## config.mk

```make
export PLATFORM = sky130hd
export DESIGN_NAME = ci_initiator
export DESIGN_NICKNAME = d
export VERILOG_FILES = /design/src/rtl/ci_pkg.sv /design/src/rtl/ci_timeout_counter.sv /design/src/rtl/ci_initiator.sv
export SDC_FILE = /design/constraint.sdc
export NUM_CORES = 1
export LEC_CHECK = 0
export BUFFER_PORTS_ARGS = -buffer_cell sky130_fd_sc_hd__buf_2
export CAP_MARGIN = 0
export CORE_MARGIN = 2
export CORE_UTILIZATION = 52
export CTS_BUF_LIST = sky130_fd_sc_hd__clkbuf_16
export DETAILED_ROUTE_END_ITERATION = 8
export PLACE_DENSITY_LB_ADDON = 0.12
export SLEW_MARGIN = 20
export SYNTH_ARGS = -nofsm -noshare
export SYNTH_HDL_FRONTEND = slang
export SYNTH_HIERARCHICAL = 1
export SYNTH_SLANG_ARGS = --single-unit
```

## constraint.sdc

```tcl
create_clock -name clk -period 3.4 [get_ports clk]
set_clock_uncertainty 0.15 [all_clocks]
set_input_delay 0.17 -clock clk [delete_from_list [all_inputs] [get_ports clk]]
set_output_delay 0.17 -clock clk [all_outputs]
set_load 0.005 [all_outputs]
```

## src/rtl/ci_pkg.sv

```systemverilog
// Shared definitions for the custom-instruction initiator: FSM encoding,
// operand width and the default WAIT timeout.
package ci_pkg;

  localparam int CI_DATA_W          = 32;
  localparam int CI_TIMEOUT_DEFAULT = 1_000_000;

  typedef enum logic [2:0] {
    IDLE    = 3'd0,
    ISSUE   = 3'd1,
    WAIT    = 3'd2,
    ABORT   = 3'd3,
    RESPOND = 3'd4
  } ci_state_e;

endpackage

```

## src/rtl/ci_timeout_counter.sv

```systemverilog
// Latency/timeout counter: loads 1 on start, counts cycles without done and
// flags the terminal count; it parks at the terminal count so it never wraps.
module ci_timeout_counter #(
  parameter int CNT_W          = 32,
  parameter int TIMEOUT_CYCLES = 1_000_000
) (
  input  logic             clk,
  input  logic             reset_n,
  input  logic             en,
  input  logic             load,
  input  logic             inc,
  output logic [CNT_W-1:0] count,
  output logic             tc
);

  assign tc = (count == CNT_W'(TIMEOUT_CYCLES));

  always_ff @(posedge clk or negedge reset_n) begin
    if (!reset_n) begin
      count <= '0;
    end else if (en) begin
      if (load) begin
        count <= CNT_W'(1);
      end else if (inc && !tc) begin
        count <= count + CNT_W'(1);
      end
    end
  end

endmodule

```

## src/rtl/ci_initiator.sv

```systemverilog
// Fabric-side initiator for the multi-cycle custom-instruction handshake:
// one command in, one slave transaction, one response (result, latency, timeout) out.
module ci_initiator
  import ci_pkg::*;
#(
  parameter int TIMEOUT_CYCLES = CI_TIMEOUT_DEFAULT,
  parameter int CNT_W          = 32
) (
  input  logic                 clk,
  input  logic                 reset_n,
  input  logic                 en,
  input  logic                 cmd_valid,
  output logic                 cmd_ready,
  input  logic [CI_DATA_W-1:0] cmd_a,
  input  logic [CI_DATA_W-1:0] cmd_b,
  output logic                 rsp_valid,
  input  logic                 rsp_ready,
  output logic [CI_DATA_W-1:0] rsp_data,
  output logic [CNT_W-1:0]     rsp_cycles,
  output logic                 rsp_timeout,
  output logic [CI_DATA_W-1:0] ci_dataa,
  output logic [CI_DATA_W-1:0] ci_datab,
  output logic                 ci_clk_en,
  output logic                 ci_start,
  output logic                 ci_reset,
  input  logic [CI_DATA_W-1:0] ci_result,
  input  logic                 ci_done
);

  ci_state_e        state;
  logic [CNT_W-1:0] count;
  logic             tc;
  logic             cnt_load;
  logic             cnt_inc;

  assign ci_clk_en = en;
  assign cnt_load  = (state == ISSUE);
  assign cnt_inc   = (state == WAIT) && !ci_done;

  ci_timeout_counter #(
    .CNT_W          (CNT_W),
    .TIMEOUT_CYCLES (TIMEOUT_CYCLES)
  ) u_counter (
    .clk     (clk),
    .reset_n (reset_n),
    .en      (en),
    .load    (cnt_load),
    .inc     (cnt_inc),
    .count   (count),
    .tc      (tc)
  );

  always_ff @(posedge clk or negedge reset_n) begin
    if (!reset_n) begin
      state       <= IDLE;
      cmd_ready   <= 1'b0;
      rsp_valid   <= 1'b0;
      rsp_data    <= '0;
      rsp_cycles  <= '0;
      rsp_timeout <= 1'b0;
      ci_dataa    <= '0;
      ci_datab    <= '0;
      ci_start    <= 1'b0;
      ci_reset    <= 1'b1;
    end else if (en) begin
      // start and slave-reset are single-cycle pulses unless re-armed below
      ci_start <= 1'b0;
      ci_reset <= 1'b0;
      case (state)
        IDLE: begin
          cmd_ready <= 1'b1;
          if (cmd_valid && cmd_ready) begin
            ci_dataa  <= cmd_a;
            ci_datab  <= cmd_b;
            cmd_ready <= 1'b0;
            ci_start  <= 1'b1;
            state     <= ISSUE;
          end
        end
        ISSUE: begin
          state <= WAIT;
        end
        WAIT: begin
          // done takes priority over a coincident terminal count
          if (ci_done) begin
            rsp_data    <= ci_result;
            rsp_cycles  <= count;
            rsp_timeout <= 1'b0;
            rsp_valid   <= 1'b1;
            state       <= RESPOND;
          end else if (tc) begin
            ci_reset <= 1'b1;
            state    <= ABORT;
          end
        end
        ABORT: begin
          rsp_data    <= '0;
          rsp_cycles  <= CNT_W'(TIMEOUT_CYCLES);
          rsp_timeout <= 1'b1;
          rsp_valid   <= 1'b1;
          state       <= RESPOND;
        end
        RESPOND: begin
          if (rsp_ready) begin
            rsp_valid <= 1'b0;
            cmd_ready <= 1'b1;
            state     <= IDLE;
          end
        end
        default: begin
          state <= IDLE;
        end
      endcase
    end
  end

endmodule

```

==> results.py, run 1 <==
metrics = {
    "run_status": {
        "status": "finished, final reports clean",
    },
    "timing": {
        "finalWorstSetupSlack_ns": 0.370,
        "layout_min_cycle_time_ns": 3.03,
        "maxSlewViolCount": 0,
        "relSlewSlack": 0.462,
        "period_share": 0.891,
        "setup_violations": 0,
        "final.setup.tns_ns": 0,
        "worst_pin_slew_ns": 0.807,
        "hold_viol_final": 0,
        "rsz0062_at_grt": "false",
        "max_freq_mhz": 330,
    },
    "synthesis": {
        "synthFlopType": "dfrtp_1",
        "synth_top_area_cell": "dfrtp_1",
        "synth_nets": 790,
        "synth-edff-count": 0,
        "synth_compound_area_frac": 0.0550,
        "synth_top_family_by_area": "multiplexers",
        "synthXorXnorAreaFrac": 0,
        "synthSimpleGateAreaFrac": 0.145,
        "synth_cell_types": 55,
        "synthTopCellsByArea": "dfrtp_1, mux2_2, mux2i_1",
        "muxShareOfSynthArea": 0.189,
        "synth_area_per_cell_sq_um": 11.3,
        "netlist_area_sq_um": 7780,
        "synth-warning-count": 6,
        "async_flop_share": 1.00,
        "yosysTopAreaCellShare": 0.537,
        "ys_top_cells_by_count": "dfrtp_1, nand2_1, mux2_2",
        "ys_seq_area_frac": 0.541,
        "synth_seq_cells": 168,
        "yosysMostFrequentCell": "dfrtp_1",
        "synthAdderAreaFrac": 0.00322,
        "syn_inst": 686,
    },
    "clock_network": {
        "cts_tree": "built",
        "cts_buffer_depth": 2,
        "worstSkewPairLatency_ns": 0.42,
        "root_buffer": "clkbuf_16",
        "cts_made_buffers": 17,
        "clk_pin_slew_ns": 0.06,
        "htree_levels": 4,
        "cts_num_sinks": 168,
    },
    "critical_path": {
        "worst_ep_required_time_ns": 3.55,
        "worstSetupStartpointType": "register",
        "critical_path.endpoint_type": "register",
        "path_max_fanout": 11,
        "arrival_ns": 3.18,
        "crit_type": "reg -> reg",
    },
    "detailed_routing": {
        "viasPerCell": 5.33,
        "drc": 0,
        "drtIter0Drc": 370,
        "drt_pass1_iterations": 5,
        "ant_nets": 0,
        "vias": 6417,
        "routed_wl_mm": 20.8,
        "avgRoutedWirePerCell_um": 17.3,
    },
    "die": {
        "die-area_sq_um": 16000,
        "start_util": 0.533,
        "row_count": 44,
        "die_x_um": 126,
        "pin_count": 236,
        "die_h_um": 126,
        "core_area_sq_um": 14600,
    },
    "cells_and_area": {
        "fin_nets": 1111,
        "drive_above_1_share": 0.349,
        "area_growth_pct": 36.8,
        "multi_input_area_sq_um": 3070,
        "regArea_sq_um": 4210,
        "fin_util": 0.729,
        "fillers": 987,
    },
    "pwr": {
        "power_density_nw_per_um2": 741,
        "peakVddDrop_mv": 0.377,
        "p_leak_nw": 5.62,
    },
    "place": {
        "place_ws_ns": 0.406,
        "hpwl_mm": 12.7,
        "globalplace.congestion": 0.814,
        "io_buffer_count": 235,
    },
    "grt": {
        "overflow": 0,
        "grt_use_total": 0.264,
        "antenna_found_initial": 0,
        "grt_pass1_vias": 6643,
        "grt_pass1_wl_mm": 34.0,
        "grt_start_max_net_pins": 77,
    },
    "flow_run": {
        "max_cap_violations": 0,
    },
    "hold_path": {
        "hp-class": "in -> reg",
    },
}
-- per-layer routing --
layer,share of wire,vias up,GRT usage
li1,-,3024,-
met1,0.41,3108,0.332
met2,0.50,239,0.444
met3,0.064,46,0.0679
met4,0.029,0,0.0983
met5,0,-,0
-- final timing paths --
path	from	end	slack, ns	depth (start not counted)
worst min register to register	ci_reset	ci_reset	0.34	1
min in group asynchronous	reset_n	rsp_data[8]	0.18	2
worst max-delay path	state[2]	u_counter/count[29]	0.37	7
max in group asynchronous	reset_n	ci_reset	2.01	3
worst max register to register	state[2]	u_counter/count[29]	0.37	7
worst min-delay path	en	ci_reset	0.04	3
-- cells in the final DEF, fill, tap and decap left out, types with 4 or more instances in the layout --
cell / n
or4_1: 6
o2bb2ai_1: 10
buf_4: 8
nor3_1: 6
a21oi_1: 5
and4_1: 6
nand2b_1: 10
o311ai_0: 5
nor3b_1: 4
mux2_2: 73
o21ai_0: 5
and2_1: 4
clkbuf_16: 17
o211ai_1: 7
nand2_1: 82
nand4_1: 18
dfrtp_1: 167
inv_1: 69
buf_2: 234
dlygate4sd3_1: 100
nor4_1: 6
mux2i_1: 65
nand3_1: 25
nor2_1: 25
-- worst max-delay path: stages, from the launching register on --
cell     delay [ns]
dfrtp_1        0.51
or4b_2         0.75
inv_1          0.26
nand4_1        0.19
nor4_4         0.44
nand4_1        0.14
mux2_2         0.29
a22o_1         0.17
-- power breakdown --
group | internal [W] | total, W | switching (W)
Clock | 0.00114 | 0.00191 | 0.000766
Sequential | 0.00279 | 0.00332 | 0.000534
Combinational | 0.00138 | 0.00265 | 0.00127
Total | 0.00532 | 0.00789 | 0.00257
-- registers in the layout (all words and copies together) (netlist names) --
register / flops
rsp_data: 32
rsp_valid: 1
ci_reset: 1
rsp_timeout: 1
u_counter/count: 32
ci_dataa: 32
ci_start: 1
cmd_ready: 1
rsp_cycles: 32
ci_datab: 32
state: 3
-- per-stage QoR --
stage          hold WS (ns)  total power (W)  area [sq um]  instances
2_1_floorplan        -0.276          0.00467          7780        686
3_3_place_gp         0.0724          0.00570          9030       1071
3_5_place_dp         0.0899          0.00584          9030       1071
4_1_cts             0.00814          0.00787         10600       1202
5_1_grt              0.0311          0.00837         10600       1203
6_report             0.0357          0.00789         10600       1204
-- cell type report --
| cell class | count | share of cell area |
|---|---|---|
| well taps | 184 | 0.0216 |
| multi-input cells | 406 | 0.289 |
| inverters | 69 | 0.0243 |
| clock inverters | 14 | 0.0148 |
| clock buffers | 17 | 0.0400 |
| diodes | 1 | 0.000235 |
| repair buffers | 345 | 0.215 |
| flip-flops and latches | 168 | 0.395 |
-- kinds of logic (layout without fill, tap and decap cells) --
kind of cell / count (synthesis) / in the layout
other: 0 / 1
adder cells (fa/ha/maj): 2 / 2
flip-flops: 168 / 168
multiplexers: 138 / 138
AO/OA/AOI/OAI: 55 / 55
AND/OR/NAND/NOR: 211 / 211
buffers and inverters: 112 / 445
-- repair_timing --
action	in CTS	in global routing
endpoints found under the setup margin	0	0
hold endpoints to repair	175	0
hold buffers	100	0
resized for setup	0	0
buffers inserted	0	0
(Power assumes the default switching activity.)
==> run 2, diff against run 1 <==
--- a/config.mk
+++ b/config.mk
@@ -12,5 +12,5 @@
 export CTS_BUF_LIST = sky130_fd_sc_hd__clkbuf_16
 export DETAILED_ROUTE_END_ITERATION = 8
-export PLACE_DENSITY_LB_ADDON = 0.12
+export PLACE_DENSITY_LB_ADDON = 0.15
 export SLEW_MARGIN = 20
 export SYNTH_ARGS = -nofsm -noshare
==> constraint.sdc (replaced) <==
create_clock -name clk -period 3.4 [get_ports clk]
set_clock_uncertainty 0.15 [all_clocks]
set_input_delay 0.68 -clock clk [delete_from_list [all_inputs] [get_ports clk]]
set_output_delay 0.68 -clock clk [all_outputs]
set_load 0.005 [all_outputs]
==> run 2 against run 1 <==
Effect of this change: utilization down 6.7 points; global-route usage is 2.9 points lower; sequential share of layout area grew 4.0 points; combinational power down 6%; maximum frequency is 12% higher; critical endpoint unchanged; highest routed layer unchanged.
==> results.py, run 2 (synthesis results as in run 1) <==
metrics = {
    "pwr": {
        "peakVddDrop_mv": 0.453,
        "swShare": 0.323,
        "power_switching_w": 0.00251,
        "power_frac_comb": 0.323,
        "pwr-share-seq": 0.424,
        "p_leak_nw": 5.21,
        "p_int_w": 0.00525,
        "clockPowerShare": 0.253,
        "power_density_nw_per_um2": 803,
    },
    "critical_path": {
        "critical_path.endpoint_type": "register",
        "worstSetupStartpointType": "register",
        "arrival_ns": 2.86,
        "crit_type": "reg -> reg",
        "worst_ep_required_time_ns": 3.56,
        "path_max_fanout": 11,
    },
    "timing": {
        "relSlewSlack": 0.433,
        "setup_violations": 0,
        "rsz0062_at_grt": "false",
        "layout_min_cycle_time_ns": 2.70,
        "maxSlewViolCount": 0,
        "whs_ns": 0.116,
        "hold_viol_final": 0,
        "final.setup.tns_ns": 0,
        "worst_pin_slew_ns": 0.850,
        "period_share": 0.794,
        "max_freq_mhz": 370,
    },
    "die": {
        "start_util": 0.533,
        "core_area_sq_um": 14600,
        "die_h_um": 126,
        "row_count": 44,
        "pin_count": 236,
        "die-area_sq_um": 16000,
        "die_x_um": 126,
    },
    "clock_network": {
        "root_buffer": "clkbuf_16",
        "cts_made_buffers": 17,
        "cts_num_sinks": 168,
        "htree_levels": 4,
        "hold_buffers": 0,
        "cts_tree": "built",
        "worstSkewPairLatency_ns": 0.42,
        "cts_buffer_depth": 2,
        "cts_resized": 0,
        "clk_pin_slew_ns": 0.06,
        "post_cts_buffers": 0,
    },
    "cells_and_area": {
        "final_cell_mix": "buf_2, dfrtp_1, nand2_1",
        "final_common_cell": "buf_2",
        "fin_nets": 1014,
        "antennaDiodeCount": 0,
        "multi_input_area_sq_um": 3070,
        "area_growth_pct": 24.3,
        "regArea_sq_um": 4210,
        "drive_above_1_share": 0.391,
        "fin_area_sq_um": 9670,
        "fillers": 1140,
    },
    "flow_run": {
        "max_cap_violations": 0,
    },
    "place": {
        "io_buffer_count": 235,
        "globalplace.congestion": 0.841,
        "hpwl_mm": 13.0,
        "post_dp_cell_area_sq_um": 9060,
    },
    "grt": {
        "grt_use_total": 0.235,
        "grt_pass1_wl_mm": 30.4,
        "antenna_found_initial": 0,
        "grt_start_max_net_pins": 75,
        "overflow": 0,
        "grt_pass1_vias": 6133,
    },
    "detailed_routing": {
        "viasPerCell": 5.49,
        "drtIter0Drc": 392,
        "ant_nets": 0,
        "avgRoutedWirePerCell_um": 16.7,
        "routed_wl_mm": 18.5,
        "vias": 6072,
        "drc": 0,
        "drt_pass1_iterations": 5,
    },
    "run_status": {
        "status": "finished, final reports clean",
    },
    "hold_path": {
        "hp-class": "in -> async",
    },
}
run 2: power groups by stage:
stage	Clock [W]	Sequential [W]	Combinational, W
2_1_floorplan	0	0.00330	0.00138
3_3_place_gp	0	0.00326	0.00244
3_5_place_dp	0	0.00332	0.00253
4_1_cts	0.00200	0.00329	0.00255
5_1_grt	0.00208	0.00340	0.00278
6_report	0.00197	0.00329	0.00250
run 2: metal layers:
metal,part of all wire,track usage,vias to the layer above,routed length (um)
met4,0.023,0.0814,0,419
met5,0,0,-,0
met2,0.50,0.400,243,9270
met3,0.061,0.0464,35,1130
li1,-,-,2831,-
met1,0.42,0.302,2963,7680
run 2: worst max-delay path: stages, from the launching register on:
cell and delay (ns):
dfrtp_1 0.53, or4b_2 0.75, inv_1 0.12, nand4_1 0.15, nor4_4 0.30, nand4_1 0.13, mux2_2 0.29, a22o_1 0.17
run 2: area by class of cell:
type / instances / share of cell area
flip-flops and latches: 168 / 0.435
repair buffers: 248 / 0.135
inverters: 69 / 0.0268
multi-input cells: 406 / 0.317
clock buffers: 17 / 0.0440
clock inverters: 15 / 0.0183
well taps: 184 / 0.0238
run 2: worst paths after layout:
| kind | startpoint | cells past startpoint | slack (ns) | endpoint |
|---|---|---|---|---|
| max | state[2] | 7 | 0.70 | u_counter/count[29] |
| min | reset_n | 1 | 0.12 | rsp_data[18] |
| max reg2reg | state[2] | 7 | 0.70 | u_counter/count[29] |
| min reg2reg | ci_start | 1 | 0.33 | ci_start |
| max in group asynchronous | reset_n | 2 | 2.15 | ci_dataa[5] |
| min in group clk | ci_start | 1 | 0.33 | ci_start |
run 2: metrics by stage:
stage,total power (W),utilization,cells,setup WS (ns)
after floorplan,0.00467,-,686,0.612
after global placement,0.00570,0.621,1075,0.557
after detailed placement,0.00585,0.621,1075,0.542
after CTS,0.00784,0.663,1107,0.705
after global routing,0.00826,0.663,1107,0.557
final,0.00776,0.663,1107,0.701
==> run 3, diff against run 2 <==
CORE_UTILIZATION = 47   (was 52)
clock period = 2.3 ns   (was 3.4 ns; I/O delays follow)
==> run 3 against run 2 <==
Effect of this change: hold slack worse by 0.00085 ns; first-iteration DRC count is 25% lower; design area is 3.8% higher; combinational power is 56% higher; cell count is 5.9% higher; flip-flop and latch count stayed put; critical endpoint unchanged; highest routed layer unchanged.
==> results.py, run 3 (synthesis results as in run 1) <==
metrics = {
    "grt": {
        "grt_pass1_wl_mm": 31.4,
        "grt_use_total": 0.220,
        "grt_pass1_vias": 6381,
        "antenna_found_initial": 0,
        "grt_start_max_net_pins": 67,
        "overflow": 0,
    },
    "cells_and_area": {
        "final_cell_mix": "buf_2, dfrtp_1, nand2_1",
        "antennaDiodeCount": 0,
        "final_common_cell": "buf_2",
        "area_growth_pct": 29.0,
        "fillers": 1375,
        "fin_util": 0.612,
        "fin_area_sq_um": 10000,
        "fin_nets": 1043,
        "finish.cell_count_without_fillers": 1172,
        "drive_above_1_share": 0.415,
    },
    "timing": {
        "layout_min_cycle_time_ns": 2.22,
        "hold_viol_final": 0,
        "worst_pin_slew_ns": 0.483,
        "max_freq_mhz": 451,
        "relSlewSlack": 0.678,
        "maxSlewViolCount": 0,
        "rsz0062_at_grt": "true",
        "period_share": 0.965,
        "setup_violations": 0,
    },
    "detailed_routing": {
        "drc": 0,
        "routed_wl_mm": 18.5,
        "ant_nets": 0,
        "drtIter0Drc": 294,
        "viasPerCell": 5.17,
        "avgRoutedWirePerCell_um": 15.8,
        "vias": 6065,
        "drt_pass1_iterations": 5,
    },
    "clock_network": {
        "root_buffer": "clkbuf_16",
        "cts_made_buffers": 17,
        "htree_levels": 4,
        "cts_buffer_depth": 2,
        "worstSkewPairLatency_ns": 0.42,
        "cts_num_sinks": 168,
        "post_cts_buffers": 0,
        "clk_pin_slew_ns": 0.07,
        "cts_tree": "built",
    },
    "critical_path": {
        "cpMostUsedCell": "nand4_1",
        "worstSetupStartpointType": "register",
        "crit_family": "simple AND/OR/NAND/NOR gates",
        "cp.buffers_inverters": 1,
        "critical_path.endpoint_type": "register",
        "arrival_ns": 2.37,
        "path_max_fanout": 4,
        "cp_cell_sequence": "or4b_4, inv_4, nand4_1, nor4_4, nand4_1, mux2_2, a22o_1",
        "crit_type": "reg -> reg",
        "cpPeakStageDelay_ns": 0.56,
        "worst_ep_required_time_ns": 2.45,
        "slowest_stage": "or4b_4",
    },
    "pwr": {
        "power_density_nw_per_um2": 1160,
        "p_leak_nw": 5.39,
        "peakVddDrop_mv": 0.480,
    },
    "run_status": {
        "status": "finished, final reports clean",
    },
    "hold_path": {
        "hp-class": "in -> reg",
    },
    "place": {
        "globalplace.congestion": 0.817,
        "io_buffer_count": 235,
        "place_inst": 1139,
        "post_dp_cell_area_sq_um": 9400,
        "hpwl_mm": 13.4,
    },
    "die": {
        "core_area_sq_um": 16400,
        "die-area_sq_um": 17600,
        "start_util": 0.474,
        "pin_count": 236,
        "die_h_um": 133,
        "row_count": 47,
        "die_x_um": 133,
    },
    "flow_run": {
        "max_cap_violations": 0,
    },
}
[run 3: cell types whose count changed in the layout (fill, tap and decap cells not counted), sizes merged]
cell         delta
inv             -2
dlygate4sd3     +1
buf            +28
clkinv          +2
[run 3: worst paths after layout]
path	start	endpoint	slack, ns	cells past startpoint
worst max-delay path	state[0]	u_counter/count[29]	0.08	7
worst min-delay path	cmd_b[21]	ci_datab[21]	0.12	2
worst max register to register	state[0]	u_counter/count[29]	0.08	7
worst min register to register	ci_reset	ci_reset	0.33	1
max in group asynchronous	reset_n	u_counter/count[23]	1.04	3
min in group asynchronous	reset_n	rsp_cycles[3]	0.34	2
[run 3: where the power goes]
part / switching [W] / internal [W]
Combinational: 0.00186 / 0.00205
Sequential: 0.000673 / 0.00412
Clock: 0.00119 / 0.00171
[run 3: repair_timing]
item,CTS,global route
hold buffers,1,0
endpoints found under the hold margin,30,0
endpoints found under the setup margin,0,8
resized for setup,0,5
[run 3: per-stage QoR]
stage	setup TNS (ns)	total power (W)	setup slack, ns	hold WS [ns]
detailed placement	-0.559	0.00881	-0.125	0.233
floorplan	-0.0217	0.00694	-0.0217	0.0144
finish	0	0.0116	0.0806	0.115
CTS	0	0.0117	0.0702	0.0952
global route	-0.120	0.0124	-0.0392	0.0937
global placement	-0.219	0.00860	-0.0928	0.225
[run 3: cell type report]
type                            instances  area (sq um)  share of cell area
Multi-Input combinational cell        406          3090               0.308
Timing Repair Buffer                  277          1600               0.159
Clock buffer                           17           425              0.0424
Tap cell                              220           275              0.0274
Inverter                               69           262              0.0261
Sequential cell                       168          4210               0.419
Clock inverter                         15           176              0.0176
[run 3: metal layers]
| metal | GRT usage | wire length [um] | vias up |
|---|---|---|---|
| met1 | 0.286 | 7960 | 2952 |
| met3 | 0.0487 | 975 | 25 |
| li1 | - | - | 2882 |
| met5 | 0 | 0 | - |
| met4 | 0.0860 | 351 | 0 |
| met2 | 0.362 | 9250 | 206 |
